<file path="config.mk">
export PLATFORM = sky130hd
export DESIGN_NAME = bus_bridge_req_arbiter
export DESIGN_NICKNAME = d
export VERILOG_FILES = /design/src/rtl/bus_bridge_req_arbiter.sv
export SDC_FILE = /design/constraint.sdc
export NUM_CORES = 1
export LEC_CHECK = 0
export CORE_MARGIN = 8
export CORE_UTILIZATION = 39
export DETAILED_ROUTE_END_ITERATION = 8
export PLACE_DENSITY = 0.87
export REMOVE_ABC_BUFFERS = 1
export SYNTH_ARGS = -nofsm -noshare
export SYNTH_HDL_FRONTEND = slang
export SYNTH_SLANG_ARGS = --single-unit
</file>
<file path="constraint.sdc">
create_clock -name clk -period 3.29 [get_ports clk]
set_clock_uncertainty 0.1 [all_clocks]
set_input_delay 0.658 -clock clk [delete_from_list [all_inputs] [get_ports clk]]
set_output_delay 0.658 -clock clk [all_outputs]
set_load 0.02 [all_outputs]
</file>
<file path="src/rtl/bus_bridge_req_arbiter.sv">
// bus_bridge_req_arbiter
//   Shares one bus-bridge request/response link between N_REQ requesters.
//   Round-robin arbitration feeds a single registered request stage. An in-order
//   ID FIFO remembers which requester owns each in-flight request so the in-order
//   link responses can be routed back to their owners.
//   Optional build macro: BUS_BRIDGE_ARB_STATS_EN adds per-requester saturating
//   16-bit grant counters on output grant_count.

package bus_bridge_pkg;
    typedef struct packed {
        logic        is_write;
        logic [15:0] addr;
        logic [7:0]  wdata;
    } bus_bridge_req_t;

    typedef struct packed {
        logic        is_write;
        logic [7:0]  read_data;
    } bus_bridge_resp_t;
endpackage

module bus_bridge_req_arbiter
    import bus_bridge_pkg::*;
#(
    parameter  int N_REQ           = 2,
    parameter  int MAX_OUTSTANDING = 4,
    localparam int CW              = $clog2(MAX_OUTSTANDING + 1)
) (
    input  logic                              clk,
    input  logic                              rst_n,
    input  logic [N_REQ-1:0]                  s_req_valid,
    output logic [N_REQ-1:0]                  s_req_ready,
    input  bus_bridge_req_t [N_REQ-1:0]       s_req_payload,
    output logic [N_REQ-1:0]                  s_resp_valid,
    input  logic [N_REQ-1:0]                  s_resp_ready,
    output bus_bridge_resp_t                  s_resp_payload,
    output logic                              m_req_valid,
    input  logic                              m_req_ready,
    output bus_bridge_req_t                   m_req_payload,
    input  logic                              m_resp_valid,
    output logic                              m_resp_ready,
    input  bus_bridge_resp_t                  m_resp_payload,
`ifdef BUS_BRIDGE_ARB_STATS_EN
    output logic [N_REQ-1:0][15:0]            grant_count,
`endif
    output logic [CW-1:0]                     outstanding
);

    localparam int IDW = (N_REQ > 1) ? $clog2(N_REQ) : 1;
    localparam int PW  = (MAX_OUTSTANDING > 1) ? $clog2(MAX_OUTSTANDING) : 1;

    // Registered link request stage and round-robin pointer
    logic                 r_m_req_valid;
    bus_bridge_req_t      r_m_req_payload;
    logic [IDW-1:0]       r_ptr;

    // ID FIFO state
    logic [IDW-1:0]       r_id_mem [MAX_OUTSTANDING];
    logic [PW-1:0]        r_wr_ptr;
    logic [PW-1:0]        r_rd_ptr;
    logic [CW-1:0]        r_count;

    logic                 w_can_issue;
    logic                 w_found;
    logic [IDW-1:0]       w_winner;
    logic [IDW-1:0]       w_cand;
    logic [N_REQ-1:0]     w_grant;
    logic                 w_push;
    logic                 w_pop;
    logic                 w_nonempty;
    logic [IDW-1:0]       w_head;

    // A new request may enter the stage only if it is free or draining, and a FIFO
    // slot is free this cycle (a same-cycle pop does not count: no bypass).
    assign w_can_issue = (!r_m_req_valid || m_req_ready) &&
                         (r_count < CW'(MAX_OUTSTANDING));
    assign w_nonempty  = (r_count != '0);
    assign w_head      = r_id_mem[r_rd_ptr];
    assign w_push      = w_found;
    assign w_pop       = m_resp_valid && m_resp_ready;

    // Round-robin search starting one past the last winner, wrapping modulo N_REQ
    always_comb begin
        // NOTE: every signal assigned in always_comb gets a default first, so no path leaves it unassigned and no latch is inferred.
        w_found  = 1'b0;
        w_winner = '0;
        w_cand   = '0;
        w_grant  = '0;
        if (w_can_issue) begin
            for (int i = 1; i <= N_REQ; i++) begin
                w_cand = IDW'((int'(r_ptr) + i) % N_REQ);
                if (!w_found && s_req_valid[w_cand]) begin
                    w_found  = 1'b1;
                    w_winner = w_cand;
                end
            end
        end
        if (w_found) begin
            w_grant[w_winner] = 1'b1;
        end
    end

    assign s_req_ready = w_grant;

    // Route the link response to the owner at the FIFO head; stall if nothing is owed
    always_comb begin
        s_resp_valid = '0;
        m_resp_ready = 1'b0;
        if (w_nonempty) begin
            s_resp_valid[w_head] = m_resp_valid;
            m_resp_ready         = s_resp_ready[w_head];
        end
    end

    assign s_resp_payload = m_resp_payload;

    // Request stage: load on accept, hold while stalled, clear when drained
    always_ff @(posedge clk or negedge rst_n) begin
        // NOTE: sequential state uses non-blocking assignments so every register samples pre-edge values.
        if (!rst_n) begin
            r_m_req_valid   <= 1'b0;
            r_m_req_payload <= '0;
            r_ptr           <= IDW'(N_REQ - 1);
        end else if (w_push) begin
            r_m_req_valid   <= 1'b1;
            r_m_req_payload <= s_req_payload[w_winner];
            r_ptr           <= w_winner;
        end else if (m_req_ready) begin
            r_m_req_valid   <= 1'b0;
        end
    end

    assign m_req_valid   = r_m_req_valid;
    assign m_req_payload = r_m_req_payload;

    // ID FIFO pointers and occupancy
    always_ff @(posedge clk or negedge rst_n) begin
        if (!rst_n) begin
            r_wr_ptr <= '0;
            r_rd_ptr <= '0;
            r_count  <= '0;
        end else begin
            if (w_push) begin
                r_wr_ptr <= (r_wr_ptr == PW'(MAX_OUTSTANDING - 1)) ? '0 : r_wr_ptr + PW'(1);
            end
            if (w_pop) begin
                r_rd_ptr <= (r_rd_ptr == PW'(MAX_OUTSTANDING - 1)) ? '0 : r_rd_ptr + PW'(1);
            end
            case ({w_push, w_pop})
                2'b10:   r_count <= r_count + CW'(1);
                2'b01:   r_count <= r_count - CW'(1);
                default: r_count <= r_count;
            endcase
        end
    end

    // ID FIFO storage
    always_ff @(posedge clk) begin
        // NOTE: storage is not reset; entries are only read when occupancy says they were written.
        if (w_push) begin
            r_id_mem[r_wr_ptr] <= w_winner;
        end
    end

    assign outstanding = r_count;

`ifdef BUS_BRIDGE_ARB_STATS_EN
    // Saturating per-requester grant counters
    always_ff @(posedge clk or negedge rst_n) begin
        if (!rst_n) begin
            grant_count <= '0;
        end else begin
            for (int i = 0; i < N_REQ; i++) begin
                if (w_grant[i] && (grant_count[i] != 16'hFFFF)) begin
                    grant_count[i] <= grant_count[i] + 16'd1;
                end
            end
        end
    end
`endif

endmodule
</file>
* After elaboration in Yosys (flattened, before gate mapping)
Memory sizes are Yosys's and may differ from the RTL's.
Index checks and enable logic that the tools add are counted.
** Word-level totals
- Output and inout bits :: 43
- Bits in latches :: 0
- Bits in writable memories :: 4
- ROM bits :: 0
- Input port bits :: 67
- Register bits after elaboration :: 34
- Memories :: 1
** Cells by class
- Mux-type cells :: 29
- Magnitude comparators :: 7
- Reduce and logical (&&, ||, !) cells :: 11
- Shift-type cells :: 0
- Bitwise logic cells :: 1
- Multipliers :: 0
- Equal/unequal tests :: 4
- Div/mod/pow operators :: 0
- Add/subtract/negate cells :: 6
** Memories
- r_id_mem :: depth 4, width 1, read ports 1, clocked after memory_dff 0, write ports 1, RTL line 58 : logic [IDW-1:0] r_id_mem [MAX_OUTSTANDING];
** Operators by type and width (number)
- 2-to-1 mux 25 bit :: 2
- 2-to-1 mux 1 bit :: 20
- less-than comparator 1 x 2 -> 1 bit (second input constant) :: 4
- 2-to-1 mux 2 bit :: 4
- == test 2 bit (second input constant) :: 3
- case mux 3 bit (2 select lines) :: 1
- logical AND 1 bit :: 5
- adder 2 x 1 -> 2 bit (second input constant) :: 2
- nonzero test 2 bit :: 2
- adder 3 x 1 -> 3 bit (second input constant) :: 1
- less-than comparator 3 bit (second input constant) :: 1
- nonzero test 3 bit :: 1
- subtractor 3 x 1 -> 3 bit (second input constant) :: 1
- adder 1 bit (second input constant) :: 2
- bitwise AND 2 bit :: 1
- demux 1 bit (select 1 bit) :: 2
- == test 2 x 1 -> 1 bit (second input constant) :: 1
- >= comparator 1 bit (second input constant) :: 2
- zero test 1 bit :: 2
- logical OR 1 bit :: 1

* Longest topological paths before layout
- Depth after elaboration :: 14
- Mapped depth :: 10
- Depth with buffers taken out :: 9

* Worst setup path before layout
Ideal clock, no wire load.
- Kind :: flip-flop to flip-flop
- From :: reg r_rd_ptr[0]
- To :: reg r_count[2], in the netlist outstanding[2]
- Clock period less this slack :: 2.352 ns
- Setup slack :: 0.938 ns
- Arrival :: 2.119 ns
- Cell stages (with the launch flop) :: 9
- Required time :: 3.057 ns
- Path through :: dfrtp_1 mux4_2 mux2i_4 ha_1 inv_1 fa_1 xor2_1 nor2_1 xnor2_1
** Between the ends
- Longest elaborated chain between the ends :: 7
- Elaborated cells between the ends (all ways) :: 9
- Classes of those cells :: 2 x eq/ne; 4 x mux; 2 x reduce/logical; 1 x memory
** RTL lines
- start: declaration :: RTL line 60 : logic [PW-1:0] r_rd_ptr;
- start signal: assignment :: RTL line 147 : r_rd_ptr <= (r_rd_ptr == PW'(MAX_OUTSTANDING - 1)) ? '0 : r_rd_ptr + PW'(1);
- memory read (4 x 1 bit) *
- 2-to-1 mux 1 bit (implied by the code) * (2 in series) :: RTL line 111 : m_resp_ready = s_resp_ready[w_head];
- 2-to-1 mux 1 bit * :: RTL line 109 : if (w_nonempty) begin
- logical AND 1 bit * :: RTL line 80 : assign w_pop = m_resp_valid && m_resp_ready;
- via w_pop :: RTL line 69 : logic w_pop;
- == test 2 x 1 -> 1 bit or == test 2 bit (tied branches) :: RTL line 149 : case ({w_push, w_pop})
- case mux 3 bit (2 select lines) or nonzero test 2 bit (tied branches)
- end signal: assignment :: RTL line 150 : 2'b10: r_count <= r_count + CW'(1);
- end signal: assignment :: RTL line 151 : 2'b01: r_count <= r_count - CW'(1);
- end signal: assignment :: RTL line 152 : default: r_count <= r_count;
- end: declaration :: RTL line 61 : logic [CW-1:0] r_count;
The timed path passes the listed nets; every way through them passes the cells marked *. The select of a mux whose other input is x is not followed.
A chain may end at the register's enable or synchronous reset.

* Worst setup path after layout
- From :: reg r_rd_ptr[0]
- To :: out m_resp_ready
** Between the ends
- Longest elaborated chain between the ends :: 4
** RTL lines
- memory read (4 x 1 bit)
- 2-to-1 mux 1 bit (implied by the code) (2 in series) :: RTL line 111
- 2-to-1 mux 1 bit :: RTL line 109
- end: declaration :: RTL line 41 : output logic m_resp_ready,
No other way between the ends. The select of a mux whose other input is x is not followed.

==> metrics.md <==
| Metric | Value |
|---|---|
| Status | finished clean |
| Final period utilization | around 90% |
| R2R cell count | 8 |
| Crit path kind | reg2out |
| Final WL | between 5000 and 6000 um |
| Fin Setup TNS | 0 ns |
| Worst-Skew Late Latency | slightly below 0.3 ns |
| Die ar. | slightly below 8000 sq um |
| Comb pwr share | roughly 56% |
| Pint | between 1500 and 2000 uW |
| First-pass GRT wire length | between 9000 and 10000 um |
| Synth Area in Compound Gates | 13.3% |
| Fin cells | ~360 |
| Hold Vio Cnt, Final | 0 |
| Slew Viols, Final | 0 |
| Number of remaining DRC errors | 0 |
| Drt first-iter violations | 94 |
| Die Width | slightly below 90 um |
| Die span in y | roughly 89 um |
| Number of H-tree levels | 2 |
| CP startpoint kind | flop |
| Share of cells above drive strength 1 | under 10% |
| Fmax | ~0.33 GHz |
| Cts hold-fix bufs | 0 |
| GRT Total Usage | 16.2% |
| XOR/XNOR share of the synthesized area | between 1 and 1.5% |
| Synth Register Bits | 38 |
| Layout overhead on the synthesized area | 50.4% |
| Sw Pwr | 1100 uW |
| Cells after synthesis | 210 |
| Num rows | 26 |
| Maximum VDD drop | between 0.0003 and 0.0004 V |
| Max-cap violation count | 0 |
| Power density over cell area | 870 nW/um^2 |
| Sink Count | 38 |
| Post-synth EDFFs | 4 |
| Final Core Density | about 60% |
| Post-synthesis cell type count | 33 |
| Final Setup Violations | 0 |
| Cell Area, Synth | about 2100 sq um |
| Seq/Total Area, Yosys | about 47% |
| RSZ-0062 raised after global routing | no |
| Main synth FF type | dfrtp_1 |
| Clock Power Share | between 10% and 20% |
| NumNets Final | about 370 |
| Worst hold stages | 1 |
| Initial antenna violation count | 0 |
| Leakage power | around 0.0014 uW |
| CP Capture Type | output port |
| Sw frac | just over 40% |
| Number of vias per cell | around 5 |
| Hpwl dp | 4470 um |
| Post-Synth Simple-Gate Area | between 10% and 20% |
| Vias in the first global route | ~2000 |
| Adder-Cell Fraction of Synth Area | between 4 and 5% |
| Largest net degree at the start of global routing | 32 |
| Clk buf depth | 2 |
| Clk slew on worst S/H paths | around 0.070 ns |
| CP Max Fanout | 4 |
| Synth warnings | 0 |
| Req. time, crit path | 2.53 ns |
| Clk root buf | clkbuf_8 |
| Largest family of logic cells by synthesized area | buffers and inverters |
| Worst EP arrival | approximately 2.3 ns |
| Hold Crit Class | reg2reg |
| CTS tree | done |
| # IOs | 110 |
| Final ANT Viol Nets | 0 |
| Async set or reset register ratio after synthesis | 89.5% |
| Headroom to the max-slew limit | 58.3% |
| Port bufs | 91 |
| DR vias | approximately 1800 |
| TritonCTS Buffers | 5 |
| GPL Wtd Cong | roughly 0.81 |
| Total congestion overflow | 0 |
| Mux cell area share after synthesis | about 5.7% |
| Avg Inst Size Synth | between 9 and 10 sq um |
| Placed Cells | 356 |
| Worst slew pin tran | slightly above 0.6 ns |
| Post CTS Setup Buffer Count | 0 |
| Flop pwr share | about a third |
| Fillers | around 460 |
| Initial core utilization | roughly two fifths |
| CTS resizes | 0 |
| Mean routed wirelength per cell | 16.4 um |
| Core box area | 5110 sq um |
| First-pass detailed-route iteration total | 4 |
| Inserted Diodes | 0 |
| Fin crit period | 3.01 ns |
metrics by stage:
stage	power (uW)	worst slack [ns]	hold WS, ns	cell area [sq um]
after floorplan	1690	-0.210	0.262	1950
after global placement	2340	0.348	0.422	3010
after detailed placement	2400	0.301	0.433	3010
after CTS	2740	0.245	0.443	3100
after global routing	2900	0.148	0.450	3100
final	2700	0.279	0.442	3100
logic make-up (layout without fill, tap and decap cells):
kind of cell / count (synthesis) / count (layout)
AO/OA/AOI/OAI: 32 / 32
buffers and inverters: 81 / 165
multiplexers: 8 / 8
adder cells (fa/ha/maj): 7 / 7
AND/OR/NAND/NOR: 41 / 41
flip-flops: 38 / 38
XOR/XNOR: 3 / 3
cells in the mapped netlist (2+ instances only):
library cell / count / area, sq um
and2_1: 4 / 25.0
mux2i_1: 2 / 20.0
nand4_1: 25 / 156
xnor2_1: 2 / 17.5
and3_1: 2 / 12.5
ha_1: 6 / 75.1
buf_4: 9 / 67.6
nor2b_1: 2 / 12.5
dfrtp_1: 33 / 826
nor2_1: 5 / 18.8
edfxtp_1: 4 / 120
clkbuf_1: 11 / 41.3
mux2_2: 2 / 22.5
o311ai_0: 2 / 17.5
inv_1: 58 / 218
mux2_4: 2 / 30.0
o221ai_1: 25 / 219
flip-flops by register name, summed over array words and instances, names as in the netlist:
signal         cells
m_req_valid        1
r_id_mem           4
r_wr_ptr           2
outstanding        3
m_req_payload     25
r_rd_ptr           2
r_ptr              1
critical path, cell delays in order, from the launching register on:
cell             delay [ns]
dfrtp_1                0.43
mux4_2                 0.62
mux2i_1                0.15
a31oi_1                0.14
clkdlybuf4s50_1        0.63
cells in the final DEF (no fill, tap or decap), types with 2 or more instances in the layout:
master and instances:
nor2_1 5, nor2b_1 2, xnor2_1 2, o221ai_1 25, and2_1 4, o311ai_0 2, mux2_4 2, ha_1 6
buf_4 7, dfrtp_1 33, clkbuf_8 6, nand4_1 25, clkdlybuf4s50_1 91, mux2_2 2, mux2i_1 2, edfxtp_1 4
and3_1 2, inv_1 58
power groups by stage:
stage / clock [uW] / combinational, uW / sequential (uW)
2_1_floorplan: 0 / 633 / 1050
3_3_place_gp: 0 / 1500 / 845
3_5_place_dp: 0 / 1540 / 862
4_1_cts: 343 / 1540 / 854
5_1_grt: 366 / 1650 / 884
6_report: 332 / 1520 / 852
final timing paths:
kind	slack, ns	to	startpoint
setup / recovery	0.28	m_resp_ready	r_rd_ptr[0]$_DFFE_PN0P_
hold / removal	0.44	r_ptr$_DFFE_PN1P_	r_ptr$_DFFE_PN1P_
setup reg to reg	0.75	outstanding[2]$_DFFE_PN0P_	r_rd_ptr[0]$_DFFE_PN0P_
hold reg to reg	0.44	r_ptr$_DFFE_PN1P_	r_ptr$_DFFE_PN1P_
max in group asynchronous	1.66	r_ptr$_DFFE_PN1P_	rst_n
min in group asynchronous	0.66	m_req_payload[7]$_DFFE_PN0P_	rst_n
layout make-up:
class | instances | area [sq um] | area share, %
Multi-Input combinational cell | 91 | 768 | 24.7
Clock buffer | 7 | 86.3 | 2.78
Sequential cell | 38 | 972 | 31.3
Inverter | 59 | 221 | 7.13
Tap cell | 70 | 87.6 | 2.82
Timing Repair Buffer | 98 | 963 | 31.0
Clock inverter | 1 | 5.00 | 0.161
routing by layer:
layer	share of wire, %	vias up	GRT usage [%]
met4	1.1	0	5.07
met2	49	77	27.2
li1	-	885	-
met5	0	-	0
met3	8.8	4	7.06
met1	41	846	17.8
Power figures use the tool's default switching activity.
